==> src/rtl/mem_bus_pkg.sv <==
// Shared native-memory-bus definitions: data/address width, fetch FSM states and
// the word-alignment mask.
package mem_bus_pkg;

  localparam int unsigned XLEN = 32;

  localparam logic [XLEN-1:0] ALIGN_MASK = 32'hFFFF_FFFC;

  typedef enum logic [1:0] {
    StIdle,
    StReq,
    StDiscard
  } fetch_state_e;

endpackage

==> src/rtl/sync_fifo.sv <==
// Synchronous FIFO with synchronous flush; flush overrides push and pop in the same cycle.
// Pushes to a full FIFO and pops from an empty one are ignored.
module sync_fifo #(
  parameter int unsigned WIDTH = 64,
  parameter int unsigned DEPTH = 4
) (
  input  logic                       clk,
  input  logic                       resetn,
  input  logic                       i_flush,
  input  logic                       i_push,
  input  logic [WIDTH-1:0]           i_data,
  input  logic                       i_pop,
  output logic                       o_valid,
  output logic [WIDTH-1:0]           o_data,
  output logic [$clog2(DEPTH):0]     o_count
);

  localparam int unsigned AW = $clog2(DEPTH);
  localparam int unsigned CW = AW + 1;

  logic [WIDTH-1:0] r_mem [DEPTH];
  logic [AW-1:0]    r_wptr;
  logic [AW-1:0]    r_rptr;
  logic [CW-1:0]    r_count;

  logic w_push;
  logic w_pop;

  assign w_push = resetn && !i_flush && i_push && (r_count != CW'(DEPTH));
  assign w_pop  = resetn && !i_flush && i_pop && (r_count != '0);

  always_ff @(posedge clk) begin
    if (!resetn || i_flush) begin
      r_wptr  <= '0;
      r_rptr  <= '0;
      r_count <= '0;
    end else begin
      if (w_push) r_wptr <= r_wptr + AW'(1);
      if (w_pop)  r_rptr <= r_rptr + AW'(1);
      if (w_push && !w_pop)      r_count <= r_count + CW'(1);
      else if (w_pop && !w_push) r_count <= r_count - CW'(1);
    end
  end

  // Storage needs no reset; validity is tracked by r_count.
  always_ff @(posedge clk) begin
    if (w_push) r_mem[r_wptr] <= i_data;
  end

  assign o_valid = (r_count != '0);
  assign o_data  = r_mem[r_rptr];
  assign o_count = r_count;

endmodule

==> src/rtl/mem_fetch_prefetcher.sv <==
// Sequential word prefetcher on the native memory bus: one outstanding read at a time,
// results buffered in a FIFO; a redirect flushes the buffer and restarts at a new address.
module mem_fetch_prefetcher
  import mem_bus_pkg::*;
#(
  parameter int unsigned     DEPTH      = 4,
  parameter logic [XLEN-1:0] RESET_ADDR = 32'h0000_0000
) (
  input  logic            clk,
  input  logic            resetn,
  output logic            mem_valid,
  input  logic            mem_ready,
  output logic [XLEN-1:0] mem_addr,
  output logic [XLEN-1:0] mem_wdata,
  output logic [3:0]      mem_wstrb,
  input  logic [XLEN-1:0] mem_rdata,
  input  logic            redirect_valid,
  input  logic [XLEN-1:0] redirect_addr,
  output logic            out_valid,
  input  logic            out_ready,
  output logic [XLEN-1:0] out_data,
  output logic [XLEN-1:0] out_addr
);

  localparam int unsigned CW = $clog2(DEPTH) + 1;

  fetch_state_e    r_state;
  logic            r_mem_valid;
  logic [XLEN-1:0] r_mem_addr;
  logic [XLEN-1:0] r_fetch_pc;

  logic              w_push;
  logic              w_pop;
  logic [2*XLEN-1:0] w_head;
  logic [CW-1:0]     w_count;

  // A redirect in the response cycle drops the word instead of buffering it.
  assign w_push = (r_state == StReq) && mem_ready && !redirect_valid;
  assign w_pop  = out_valid && out_ready;

  always_ff @(posedge clk) begin
    if (!resetn) begin
      r_state     <= StIdle;
      r_mem_valid <= 1'b0;
      r_mem_addr  <= '0;
      r_fetch_pc  <= RESET_ADDR & ALIGN_MASK;
    end else begin
      unique case (r_state)
        StIdle: begin
          if (redirect_valid) begin
            r_fetch_pc <= redirect_addr & ALIGN_MASK;
          end else if (w_count < CW'(DEPTH)) begin
            r_mem_valid <= 1'b1;
            r_mem_addr  <= r_fetch_pc;
            r_state     <= StReq;
          end
        end
        StReq: begin
          if (redirect_valid) begin
            r_fetch_pc <= redirect_addr & ALIGN_MASK;
            if (mem_ready) begin
              r_mem_valid <= 1'b0;
              r_state     <= StIdle;
            end else begin
              r_state <= StDiscard;
            end
          end else if (mem_ready) begin
            r_fetch_pc  <= r_fetch_pc + 32'd4;
            r_mem_valid <= 1'b0;
            r_state     <= StIdle;
          end
        end
        StDiscard: begin
          if (redirect_valid) r_fetch_pc <= redirect_addr & ALIGN_MASK;
          if (mem_ready) begin
            r_mem_valid <= 1'b0;
            r_state     <= StIdle;
          end
        end
        default: begin
          r_mem_valid <= 1'b0;
          r_state     <= StIdle;
        end
      endcase
    end
  end

  sync_fifo #(
    .WIDTH(2 * XLEN),
    .DEPTH(DEPTH)
  ) u_fifo (
    .clk    (clk),
    .resetn (resetn),
    .i_flush(redirect_valid),
    .i_push (w_push),
    .i_data ({mem_rdata, r_mem_addr}),
    .i_pop  (w_pop),
    .o_valid(out_valid),
    .o_data (w_head),
    .o_count(w_count)
  );

  assign mem_valid = r_mem_valid;
  assign mem_addr  = r_mem_addr;
  assign mem_wdata = '0;
  assign mem_wstrb = '0;
  assign out_data  = w_head[2*XLEN-1:XLEN];
  assign out_addr  = w_head[XLEN-1:0];

endmodule

==> config.mk <==
export PLATFORM = sky130hd
export DESIGN_NAME = mem_fetch_prefetcher
export DESIGN_NICKNAME = d
export VERILOG_FILES = /design/src/rtl/mem_bus_pkg.sv /design/src/rtl/sync_fifo.sv /design/src/rtl/mem_fetch_prefetcher.sv
export SDC_FILE = /design/constraint.sdc
export NUM_CORES = 1
export LEC_CHECK = 0
export CAP_MARGIN = 15
export CORE_MARGIN = 4
export CORE_UTILIZATION = 30
export CTS_CLUSTER_DIAMETER = 80
export CTS_CLUSTER_SIZE = 24
export DETAILED_ROUTE_END_ITERATION = 6
export MAX_ROUTING_LAYER = met4
export PLACE_DENSITY = 0.53
export SLEW_MARGIN = 15
export SYNTH_ARGS = -nofsm -noshare
export SYNTH_HDL_FRONTEND = slang
export SYNTH_SLANG_ARGS = --single-unit
==> constraint.sdc <==
create_clock -name clk -period 3 [get_ports clk]
set_input_delay 0.45 -clock clk [delete_from_list [all_inputs] [get_ports clk]]
set_output_delay 0.45 -clock clk [all_outputs]
set_load 0.03 [all_outputs]
* Word level (Yosys, flattened, before mapping)
Memories as Yosys holds them, arrays and structs flattened. A register that Yosys moved wholly into a read port is not among the register bits. Index checks and enable logic that the tools add are counted. Widths: inputs -> output; s select.
Storage, ports and cells: bits in writable memories 256, word-level logic and storage cells 68, memories kept 1, register bits 74
Memories:
- u_fifo.r_mem | depth 4, width 64, read ports 1, clocked after memory_dff 1, write ports 1, RTL line sync_fifo.sv:21 | logic [WIDTH-1:0] r_mem [DEPTH];
Operators by class: add/subtract/negate cells 5, equal/unequal tests 8, order comparisons 1, multiplexer cells 20, reductions and logical operators 25, bitwise logic cells 1
Operators by type and width (count):
- $mux 32 | 3
- $pmux 32 s2 | 1
- $add 32x3->32 const B | 1
- $mux 2 | 7
- $logic_and 1x1->1 | 10
- $reduce_and 3->1 | 3
- $mux 3 | 2
- $ne 3x3->1 const B | 2
- $pmux 2 s3 | 1
- $mux 1 | 5
- $add 2x1->2 const B | 2
- $logic_not 1->1 | 4
- $ne 2x1->1 const B | 2
- $ne 2x2->1 const B | 2
- $reduce_bool 2->1 | 2
- $reduce_or 2->1 | 2
- $add 3x1->3 const B | 1
- $lt 3x3->1 const B | 1
- $reduce_bool 3->1 | 1
- $sub 3x1->3 const B | 1
- $eq 2x1->1 const B | 1
- $eq 2x2->1 const B | 1
- $logic_not 2->1 | 1
- $pmux 1 s2 | 1
- other kinds (3) | 3

* Longest topological paths before layout
word-level depth 9, mapped depth 10

* By module
A second synthesis with hierarchy kept.
Second synthesis, totals: cells, all modules 845, area total of the unflattened synthesis 13269.0 um^2
By module, submodules not included:
- sync_fifo | cells an instance 384, area each 9788.1 um^2, sequential area each 7867.5 um^2, times used 1
- mem_fetch_prefetcher | cells an instance 461, area each 3480.8 um^2, sequential area each 1261.2 um^2, times used 1

* Least setup slack after synthesis
Ideal clock, no wire load.
path kind input to register, from in redirect_valid, to mem u_fifo.r_mem[1][10], enable pin, data required time 2.574 ns, slack -0.271 ns, library setup time 0.426 ns, data arrival time 2.845 ns, buffers on the path 1, stages on the path 4, cell sequence nand2b_1 -> clkbuf_1 -> a211oi_1 -> and2_1
Between the ends: longest elaborated chain between the ends 6, elaborated cells between the ends (all ways) 7, classes of those cells mux: 2; reduce/logical: 5
RTL lines:
- start, declared | RTL line mem_fetch_prefetcher.sv:17 | input logic redirect_valid,
- $logic_not 1->1 (*) | RTL line sync_fifo.sv:29, mem_fetch_prefetcher.sv:38
- $logic_and 1x1->1, on equally long branches | RTL line sync_fifo.sv:29, mem_fetch_prefetcher.sv:38
- $logic_and 1x1->1 (*) (2 in a row) | RTL line sync_fifo.sv:29 | assign w_push = resetn && !i_flush && i_push && (r_count != CW'(DEPTH));
- net u_fifo.w_push | RTL line sync_fifo.sv:26 | logic w_push;
- $mux 1 (*) | RTL line sync_fifo.sv:47 | if (w_push) r_mem[r_wptr] <= i_data;
- $mux 1 (implied by the code) (*) | RTL line sync_fifo.sv:47
- end, declared | RTL line sync_fifo.sv:21
The timed path passes the listed nets; every way through them passes the cells marked *.

==> results.cfg <==
[timing]
drv_slew = 0
fin_crit_ns = 2.89
rsz0062_at_grt = no
finalSetupTns_ns = 0
finalSetupViolations = 0
hold_viol_final = 0
fmax_ghz = 0.346
worstMarginPinSlew_ns = 0.732
slew_headroom_pct = 50.5
finalCritPeriodShare_pct = 96.2
skew_ns = 0.0149

[synthesis]
synth_area_mm2 = 0.0129
ys_seq_area_share_pct = 68.9
yosys_warnings = 0
async_reset_ff_share_pct = 0
ys.flop_type = edfxtp_1
synth-edff-count = 248
synth_cell_types = 57
synthCells = 833
avgSynthCellArea_um2 = 15.5
synth_seq_cells = 320

[placement]
io_buffers = 160
placed_cell_area_mm2 = 0.0153
gp_congestion = 0.806
dpl.hpwl_um = 20400

[power]
p_switching_mw = 2.21
peakVddDrop_mv = 0.300
p_sw_share_pct = 24.8
power_density_mw_per_mm2 = 550
p_int_mw = 6.71
clockPowerShare_pct = 38.6
power_leakage_nw = 5.35
p_comb_share_pct = 6.3
pwr-share-seq_pct = 55.0

[floorplanning]
die-area_mm2 = 0.0464
io-pin-count = 203
die_x_um = 215
core_area_mm2 = 0.0422
rows = 75
start_util_pct = 30.6
dieHeight_um = 215

[worst_setup_path]
critPathCaptureType = output pin
critPathKind = flip-flop to output pin
path_max_fanout = 17
required_ns = 2.55
ff2ff_setup_slack_ns = 0.64
cp.arrival_ns = 2.44
worst_setup_path_start_kind = flip-flop

[clocking]
cts_tree = built
htree_levels = 1
clkSinkCount = 320
insertion_delay_ns = 0.54
clockBufferDepth = 3
numCtsBuffers = 24
clockRootBuffer = clkbuf_16
cts_hold_buf = 0
cts.clk_slew.worst_paths_ns = 0.09

[layout]
antennaDiodeCount = 0
nFillCells = 3979
design_area_mm2 = 0.0162
final_cell_mix = 248 x edfxtp_1, 159 x clkdlybuf4s50_1, 91 x nand2_1
area_delta_synth_final_pct = 25.8
layout-drive-gt1-share_pct = 15.4
nNetsFinal = 1095
mostFrequentLayoutCell = edfxtp_1

[routing]
dr.pass1.iters = 5
drtAntennaViolNets = 0
wl_um = 30700
wl_per_cell_um = 19.6
routed_via_density = 4.77
drcViolationCount = 0
num_vias = 7481
drtIter0Drc = 629

[run]
cap_violations = 0

[global_routing]
grt_overflow = 0
antenna_found_initial = 0
grt_pass1_wl_um = 47100
grt_pass1_vias = 7552
grt_usage_pct = 13.3
grt_start_max_net_pins = 69

[status]
status = complete, no violations

[min_path]
hp-class = input port to flip-flop
==> cell usage after synthesis, types with 2 or more instances <==
master    instances  share of area, %
a211o_1           4              0.27
a211oi_1          5              0.29
a21boi_0         34               2.0
a21oi_1          23              0.89
a22o_1            4              0.27
a311oi_1          2              0.14
a32o_1            4              0.31
a32oi_1           3              0.20
and2_1            5              0.24
and3_1            5              0.24
and4_1            3              0.20
buf_1             7              0.20
buf_4            40               2.3
clkbuf_1         38               1.1
dfxtp_1          72                11
edfxtp_1        248                58
ha_1             11               1.1
inv_1             9              0.26
mux2i_1           2              0.16
mux4_2           62                11
nand2_1          91               2.6
nand2b_1          3              0.15
nand3_1          22              0.85
nand4_1           6              0.29
nor2_1           31              0.90
nor2b_1           3              0.15
nor3_1           10              0.39
nor3b_1           4              0.23
nor4_1            6              0.29
nor4b_1           2              0.14
o211a_1           5              0.39
o211ai_1          4              0.23
o21a_1            2              0.12
o21ai_0          28               1.1
o22ai_1           4              0.19
o31a_1            3              0.20
o31ai_1           3              0.17
or3_1             4              0.19
xor2_1            3              0.20
==> flip-flops by register name, summed over array words and instances (netlist names), named ones only <==
register,flops
r_fetch_pc,30
u_fifo.o_count,3
u_fifo.r_wptr,2
r_state,2
mem_addr,30
u_fifo.r_mem,248
mem_valid,1
u_fifo.r_rptr,2
==> stage by stage <==
| step | cells | hold WS, ns | util (%) | power, mW | setup slack [ns] |
|---|---|---|---|---|---|
| floorplan | 872 | 0.454 | - | 5.35 | 0.375 |
| global placement | 1523 | 0.487 | 36.3 | 5.58 | 0.328 |
| detailed placement | 1523 | 0.486 | 36.3 | 5.58 | 0.350 |
| CTS | 1569 | 0.272 | 38.4 | 9.08 | 0.0271 |
| global route | 1569 | 0.306 | 38.4 | 9.31 | 0.000393 |
| finish | 1569 | 0.308 | 38.4 | 8.93 | 0.114 |
==> kinds of logic after synthesis <==
kind of cell / after synthesis / synth area share [%]
buf+inv: 94 / 3.90
fa+ha+maj: 12 / 1.22
other cells: 1 / 0.0291
compound gates: 136 / 7.31
simple gates: 202 / 7.42
flops: 320 / 68.9
xor+xnor: 4 / 0.272
mux: 64 / 11.0
==> what timing repair did <==
item	CTS	global route
buffers inserted	4	0
endpoints found under the setup margin	51	0
resized for setup	0	0
==> metal layers <==
metal	vias to the layer above	wire (µm)	part of all wire, %	global-route usage (%)
met5	-	0	0	-
met2	214	14400	47	20.8
met4	0	469	1.5	2.64
met1	3731	14400	47	18.8
met3	29	1470	4.8	2.10
li1	3507	-	-	-
==> power groups by stage <==
stage	registers [mW]	logic [mW]	clock network, mW
floorplan	5.02	0.327	0
global placement	5.01	0.563	0
detailed placement	5.02	0.566	0
CTS	4.91	0.570	3.60
global route	4.93	0.613	3.77
finish	4.91	0.565	3.45
==> final cells by class <==
class / instances / area (µm²) / share of cell area [%]
clock buffer: 26 / 629 / 3.88
clock inverter: 16 / 218 / 1.34
inverter: 9 / 33.8 / 0.208
multi-input combinational: 458 / 3670 / 22.6
sequential: 320 / 8900 / 54.8
tap: 539 / 674 / 4.16
timing repair buffer: 201 / 2100 / 13.0
==> path summary, 6_finish.rpt <==
kind / from / to / depth (start not counted)
setup / recovery: flip-flop / out_addr[30] / 3
hold / removal: resetn / u_fifo.r_wptr[0] / 4
setup reg to reg: r_state[1] / u_fifo.o_count[2] / 10
hold reg to reg: r_fetch_pc[8] / mem_addr[8] / 2
==> worst max-delay path, cell delays in order, from the launching register on <==
cell             delay [ns]
dfxtp_4                0.48
buf_12                 0.23
mux4_2                 0.51
clkdlybuf4s50_1        0.65
(Power assumes the default switching activity.)
